$ cat src/rtl/mult_bist_ctrl.sv
// BIST controller for the 8-bit approximate multiplier: drives counter or LFSR
// stimulus, waits a settle time, captures each response and compacts it in a MISR.
module mult_bist_ctrl #(
  parameter int unsigned          BIT_WIDTH     = 8,
  parameter int unsigned          OUT_WIDTH     = 16,
  parameter int unsigned          NUM_VECTORS   = 256,
  parameter int unsigned          SETTLE_CYCLES = 1,
  parameter logic [BIT_WIDTH-1:0] LFSR_SEED     = 8'h01
) (
  input  logic                 clk,
  input  logic                 rst_n,
  input  logic                 start,
  input  logic                 mode,
  output logic [BIT_WIDTH-1:0] dut_inp,
  input  logic [OUT_WIDTH-1:0] dut_out,
  output logic                 cap_valid,
  output logic [OUT_WIDTH-1:0] cap_data,
  output logic                 busy,
  output logic                 done,
  output logic [15:0]          vec_count,
  output logic [OUT_WIDTH-1:0] signature
);

  localparam int unsigned          CNT_W    = (SETTLE_CYCLES > 1) ? $clog2(SETTLE_CYCLES) : 1;
  localparam logic [CNT_W-1:0]     CNT_LAST = CNT_W'(SETTLE_CYCLES - 1);
  localparam logic [15:0]          NV       = 16'(NUM_VECTORS);
  localparam logic [OUT_WIDTH-1:0] POLY     = OUT_WIDTH'(16'h1021);
  // An all-zero seed would lock the LFSR, so it is replaced by 1.
  localparam logic [BIT_WIDTH-1:0] SEED     = (LFSR_SEED == '0) ? BIT_WIDTH'(1) : LFSR_SEED;

  typedef enum logic [1:0] {S_IDLE, S_DRIVE, S_CAPTURE, S_DONE} state_e;

  state_e               state_q, state_d;
  logic [CNT_W-1:0]     settle_q, settle_d;
  logic                 mode_q, mode_d;
  logic [BIT_WIDTH-1:0] stim_q, stim_d, stim_next;
  logic                 cap_valid_q, cap_valid_d;
  logic [OUT_WIDTH-1:0] cap_data_q, cap_data_d;
  logic                 busy_q, busy_d;
  logic                 done_q, done_d;
  logic [15:0]          vec_count_q, vec_count_d, vec_count_inc;
  logic [OUT_WIDTH-1:0] signature_q, signature_d;
  logic                 lfsr_fb;

  always_comb begin
    lfsr_fb       = stim_q[7] ^ stim_q[5] ^ stim_q[4] ^ stim_q[3];
    stim_next     = mode_q ? {stim_q[BIT_WIDTH-2:0], lfsr_fb} : stim_q + BIT_WIDTH'(1);
    vec_count_inc = vec_count_q + 16'd1;
  end

  always_comb begin
    state_d     = state_q;
    settle_d    = settle_q;
    mode_d      = mode_q;
    stim_d      = stim_q;
    cap_valid_d = 1'b0;
    cap_data_d  = cap_data_q;
    busy_d      = busy_q;
    done_d      = done_q;
    vec_count_d = vec_count_q;
    signature_d = signature_q;
    unique case (state_q)
      S_IDLE, S_DONE: begin
        if (start) begin
          settle_d    = '0;
          signature_d = '0;
          vec_count_d = '0;
          mode_d      = mode;
          stim_d      = mode ? SEED : '0;
          busy_d      = 1'b1;
          done_d      = 1'b0;
          state_d     = S_DRIVE;
        end
      end
      S_DRIVE: begin
        if (settle_q == CNT_LAST) begin
          settle_d = '0;
          state_d  = S_CAPTURE;
        end else begin
          settle_d = settle_q + CNT_W'(1);
        end
      end
      S_CAPTURE: begin
        signature_d = {signature_q[OUT_WIDTH-2:0], 1'b0}
                    ^ (signature_q[OUT_WIDTH-1] ? POLY : '0)
                    ^ dut_out;
        cap_data_d  = dut_out;
        cap_valid_d = 1'b1;
        vec_count_d = vec_count_inc;
        stim_d      = stim_next;
        if (vec_count_inc == NV) begin
          busy_d  = 1'b0;
          done_d  = 1'b1;
          state_d = S_DONE;
        end else begin
          state_d = S_DRIVE;
        end
      end
      default: state_d = S_IDLE;
    endcase
  end

  always_ff @(posedge clk or negedge rst_n) begin
    if (!rst_n) begin
      state_q     <= S_IDLE;
      settle_q    <= '0;
      mode_q      <= 1'b0;
      stim_q      <= '0;
      cap_valid_q <= 1'b0;
      cap_data_q  <= '0;
      busy_q      <= 1'b0;
      done_q      <= 1'b0;
      vec_count_q <= '0;
      signature_q <= '0;
    end else begin
      state_q     <= state_d;
      settle_q    <= settle_d;
      mode_q      <= mode_d;
      stim_q      <= stim_d;
      cap_valid_q <= cap_valid_d;
      cap_data_q  <= cap_data_d;
      busy_q      <= busy_d;
      done_q      <= done_d;
      vec_count_q <= vec_count_d;
      signature_q <= signature_d;
    end
  end

  assign dut_inp   = stim_q;
  assign cap_valid = cap_valid_q;
  assign cap_data  = cap_data_q;
  assign busy      = busy_q;
  assign done      = done_q;
  assign vec_count = vec_count_q;
  assign signature = signature_q;

endmodule

$ cat config.mk
export PLATFORM = sky130hd
export DESIGN_NAME = mult_bist_ctrl
export DESIGN_NICKNAME = d
export VERILOG_FILES = /design/src/rtl/mult_bist_ctrl.sv
export SDC_FILE = /design/constraint.sdc
export NUM_CORES = 1
export LEC_CHECK = 0
export ABC_AREA = 1
export CORE_AREA = 2 2 74 76
export DETAILED_ROUTE_END_ITERATION = 6
export DIE_AREA = 0 0 76 78
export DONT_BUFFER_PORTS = 1
export PLACE_DENSITY = 0.74
export SKIP_CTS_REPAIR_TIMING = 1
export SLEW_MARGIN = 20
export SYNTH_ARGS = -nofsm -noshare
export SYNTH_HDL_FRONTEND = slang
export SYNTH_SLANG_ARGS = --single-unit
$ cat constraint.sdc
create_clock -name clk -period 2.5 [get_ports clk]
set_clock_uncertainty 0.1 [all_clocks]
set_input_delay 0.25 -clock clk [delete_from_list [all_inputs] [get_ports clk]]
set_output_delay 0.25 -clock clk [all_outputs]
set_load 0.02 [all_outputs]
# [After elaboration in Yosys (flattened, before gate mapping)]
# Index checks and enable logic that the tools add are counted.
[word_totals] regBits=63 input_bits=20 out_inout_bits=59 elab_cells=55
[classes] n_addsub=3 eq_ne=7 n_mux=21 bitwise_logic=5 n_reduce_logical=9
[ops] operator="16-bit case mux with 2 select lines" count=2
[ops] operator="16-bit by 1-bit adder with 16-bit output (second input constant)" count=1
[ops] operator="16-bit by 9-bit equality test with 1-bit output (second input constant)" count=1
[ops] operator="16-bit 2-to-1 mux" count=1
[ops] operator="8-bit 2-to-1 mux" count=2
[ops] operator="8-bit case mux with 2 select lines" count=1
[ops] operator="16-bit by 13-bit XOR with 16-bit output" count=1
[ops] operator="16-bit XOR" count=1
[ops] operator="13-bit 2-to-1 mux" count=1
[ops] operator="8-bit by 1-bit adder with 8-bit output (second input constant)" count=1
[ops] operator="2-bit AND reduction" count=4
[ops] operator="1-bit 2-to-1 mux" count=7
[ops] operator="2-bit 2-to-1 mux" count=3
[ops] operator="2-bit inequality test (second input constant)" count=3
[ops] operator="1-bit case mux with 2 select lines" count=3
[ops] operator="2-bit case mux with 3 select lines" count=1
[ops] operator="2-bit equality test (second input constant)" count=2
[ops] operator="2-bit nonzero test" count=2
[ops] operator="3-bit AND reduction" count=1
[ops] operator="1-bit XOR" count=3
[ops] operator="2-bit by 1-bit equality test with 1-bit output (second input constant)" count=1
[ops] operator="2-bit logical NOT" count=1
[ops] operator="2-bit OR reduction" count=1
[ops] operator="1-bit adder (second input constant)" count=1

# [Depth between registers and ports, before layout]
[depth] ltp_word=5 ltp_mapped=14 mapped_depth_nobuf=14

# [Worst setup path before layout]
# No wires, ideal clock.
[synth_timing] path_type="register to register" from="reg vec_count_q[1], in the netlist vec_count[1]" to="reg busy_q, in the netlist busy" setup_time_ps=117 arrival_time_ps=1680 slack_ps=603 stages_incl_launch_ff=13 path_cell_list="dfrtp_1 -> ha_1 -> nand3_2 -> nor2_1 -> nand3_1 -> nand2_1 -> nand3_1 -> nor2_1 -> nand3_2 -> nand2_2 -> nand2_2 -> nand2_1 -> nand2_1"
[synth_between] elab_chain_len=4
[synth_rtl] item="from (decl)" line="41" text="logic [15:0] vec_count_q, vec_count_d, vec_count_inc;"
[synth_rtl] item="from (signal assigned)" line="124" text="vec_count_q <= vec_count_d;"
[synth_rtl] item="16-bit by 1-bit adder with 16-bit output" line="48" text="vec_count_inc = vec_count_q + 16'd1;"
[synth_rtl] item="16-bit by 9-bit equality test with 1-bit output" line="91" text="if (vec_count_inc == NV) begin"
[synth_rtl] item="2-bit inequality test (no source line)"
[synth_rtl] item="3-bit AND reduction (no source line)"
[synth_rtl] item="to (signal assigned)" line="122" text="busy_q <= busy_d;"
[synth_rtl] item="to (decl)" line="39" text="logic busy_q, busy_d;"
# Every way passes these cells.
# A chain may end at the register's enable or synchronous reset.

# [Worst setup path in the final report]
[layout_timing] from="reg vec_count_q[6], in the netlist vec_count[6]" to="reg done_q, in the netlist done"
[layout_between] elab_chain_len=4
[layout_rtl] item="16-bit by 1-bit adder with 16-bit output" line="48"
[layout_rtl] item="16-bit by 9-bit equality test with 1-bit output" line="91"
[layout_rtl] item="2-bit inequality test (no source line)"
[layout_rtl] item="3-bit AND reduction (no source line)"
[layout_rtl] item="to (signal assigned)" line="123" text="done_q <= done_d;"
[layout_rtl] item="to (decl)" line="40" text="logic done_q, done_d;"
# Every way passes these cells.

==> flow_summary.json <==
{
  "status": "finished, final reports clean",
  "max-cap-violations": 0,
  "place_inst": 459,
  "portBuffers": 0,
  "hold_class": "in2reg",
  "drt_iter0_markers": 184,
  "total_power_mw": 4.03,
  "cts.sinks": 62,
  "worstPathRequired_ns": 2.62,
  "clockBufferDepth": 2,
  "dieArea_um2": 5930,
  "ys_ff_latch": 62,
  "rsz0062_at_grt": "false",
  "fin_crit_sh_pct": 79.9,
  "switching_power_mw": 1.78,
  "synth.yosys.seq_area_share_pct": 49.0,
  "antennaDiodeCount": 0,
  "areaGrowthSynthToFinish_pct": 15.4,
  "maxSlewViolCount": 0,
  "setup_ws_ns": 0.502,
  "netlist_instances": 393,
  "top_layer_used": "met4",
  "place_congestion": 0.934,
  "stdcell_area_um2": 3650,
  "pwr-share-comb_pct": 28.2,
  "crit_type": "reg2reg",
  "grt_pass1_wl_mm": 11.9,
  "postSynth.asyncResetShare_pct": 100,
  "routed_wl_mm": 7.32,
  "fmax_mhz": 501,
  "syn_area_per_cell_um2": 8.05,
  "clkTransAtPathRegs_ns": 0.07,
  "yosysWarnings": 0,
  "wirelength_met1_mm": 3.07,
  "die_width_um": 76,
  "pre_cts_slack_ns": 0.521,
  "crit_fanout": 6,
  "place_area_um2": 3250,
  "tightest_slew_ns": 0.424,
  "vias": 2702,
  "htree_levels": 3,
  "synth_ff_type": "dfrtp_1",
  "grt-ovfl-total": 0,
  "grt_usage_pct": 25.4,
  "ir_drop_v": 0.000759,
  "drc": 0,
  "fin_crit_ns": 2.00,
  "synth_edf_count": 0,
  "wl_per_cell_um": 14.8,
  "io_pins": 79,
  "drt_first_pass_iters": 4,
  "rows": 26,
  "slew_headroom_pct": 71.7,
  "static-leakage-power_nw": 1.68,
  "final_nets": 444,
  "grt_antenna_before_repair": 0,
  "setup_viol": 0,
  "crit_path_start_kind": "flop",
  "cts_tree": "built",
  "critPathArrivalTime_ns": 2.12,
  "synth.distinct_cells": 32,
  "cp-end-kind": "flop",
  "wl_met3_um": 607,
  "p_seq_share_pct": 50.3,
  "initial_core_util_pct": 62.8,
  "fillCellCount": 395,
  "hold_viol_final": 0,
  "ant_nets": 0,
  "tns_ns": 0,
  "power.internal_mw": 2.25,
  "vias_per_cell": 5.48,
  "finalNonFillerCells": 493,
  "root_buffer": "clkbuf_8",
  "dp_hpwl_mm": 4.93,
  "coreArea_um2": 5040,
  "grt_start_max_net_pins": 63,
  "pwr_density_cell_nw_per_um2": 1100,
  "syn-cell-area_um2": 3160,
  "die_y_um": 78,
  "synth_fp_nets": 418,
  "wl_met2_mm": 3.54,
  "p_sw_share_pct": 44.3,
  "cts_buffers": 9,
  "clkPwrFrac_pct": 21.5,
  "worstSkewPairLatency_ns": 0.34,
  "drive_gt1_share_pct": 9.22,
  "grt_pass1_vias": 2601
}
==> final timing paths <==
path                       slack, ns                        to  cells past startpoint                startpoint
max in group asynchronous       1.70   cap_data[9]$_DFFE_PN0P_                      2                     rst_n
min reg2reg                     0.45    state_q[0]$_DFFE_PN0P_                      2    state_q[0]$_DFFE_PN0P_
max                             0.50          done$_DFFE_PN0P_                     13  vec_count[6]$_DFFE_PN0P_
max reg2reg                     0.50          done$_DFFE_PN0P_                     13  vec_count[6]$_DFFE_PN0P_
min in group asynchronous       0.33  vec_count[6]$_DFFE_PN0P_                      2                     rst_n
min                             0.02  signature[8]$_DFFE_PN0P_                      2                dut_out[8]
==> state kept, by name, indices dropped and copies added, names as in the netlist <==
register and count:
cap_data 16, signature 16, vec_count 16, dut_inp 8, state_q 2, busy 1
cap_valid 1, done 1, mode_q 1
==> power groups by stage <==
stage / clock (mW) / combinational [mW] / sequential, mW
after floorplan: 0 / 0.852 / 1.96
after global placement: 0 / 1.06 / 2.04
after detailed placement: 0 / 1.10 / 2.04
after CTS: 0.876 / 1.09 / 2.03
after global routing: 0.921 / 1.31 / 2.07
final: 0.866 / 1.14 / 2.03
==> cell families (layout without fill, tap and decap cells) <==
kind of cell | Yosys count | after routing | synth area share (%)
fa+ha+maj | 5 | 5 | 1.98
buf+inv | 47 | 77 | 5.97
compound gates | 64 | 64 | 11.1
flops | 62 | 62 | 49.0
xor+xnor | 21 | 21 | 5.81
simple gates | 194 | 194 | 26.1
==> cell usage in the layout, fill, tap and decap left out, types with 2 or more instances in the layout <==
cell           synthesis  layout
nand2_1              136     136
dfrtp_1               62      62
o21ai_0               42      42
inv_1                 34      34
nor2_1                18      18
dlygate4sd3_1          0      18
xnor2_1               16      16
nand3_1               15      15
clkbuf_8               0      10
buf_4                  1       8
a21oi_1                7       7
o22ai_1                6       6
nand2_2                6       6
nand4_1                6       6
xor2_1                 5       5
ha_1                   5       5
nor2_2                 4       4
nor3_1                 3       3
nor2_4                 2       2
nand3_2                2       2
o31ai_1                2       2
clkinv_2               0       2
==> layer usage <==
layer	up-vias	GRT usage (%)
li1	1321	-
met3	18	9.88
met4	0	10.7
met1	1245	30.4
met2	118	41.3
met5	-	0
==> critical path, cell delays in order, from the launching register on <==
cell,delay [ns]
dfrtp_1,0.52
nand2_1,0.20
nor2_4,0.22
nand2_2,0.10
nand2_1,0.08
nand2_2,0.06
nor2_2,0.10
nand2_1,0.07
nor2_2,0.09
nand3_2,0.10
nand2_2,0.08
nand2_2,0.05
nand2_1,0.06
nand2_1,0.05
==> layout make-up <==
type / count / area, um2 / share of cell area (%)
Multi-Input combinational cell: 284 / 1420 / 39.0
Tap cell: 70 / 87.6 / 2.40
Timing Repair Buffer: 27 / 268 / 7.33
Sequential cell: 62 / 1550 / 42.5
Inverter: 35 / 131 / 3.60
Clock inverter: 4 / 47.5 / 1.30
Clock buffer: 11 / 141 / 3.87
==> through the flow <==
stage,utilization (%),hold slack [ns]
after detailed placement,64.5,-0.144
after floorplan,-,-0.146
final,72.4,0.0191
after global placement,64.5,-0.144
after CTS,68.3,-0.511
after global routing,72.4,0.00460
==> synthesized netlist by cell type, types with 6 or more instances <==
cell | number | area, um2
o21ai_0 | 42 | 210
nand4_1 | 6 | 37.5
nor2_1 | 18 | 67.6
a21oi_1 | 7 | 35.0
clkbuf_1 | 9 | 33.8
dfrtp_1 | 62 | 1550
xnor2_1 | 16 | 140
nand2_2 | 6 | 37.5
o22ai_1 | 6 | 37.5
nand3_1 | 15 | 75.1
inv_1 | 34 | 128
nand2_1 | 136 | 510
(Power assumes the default switching activity.)
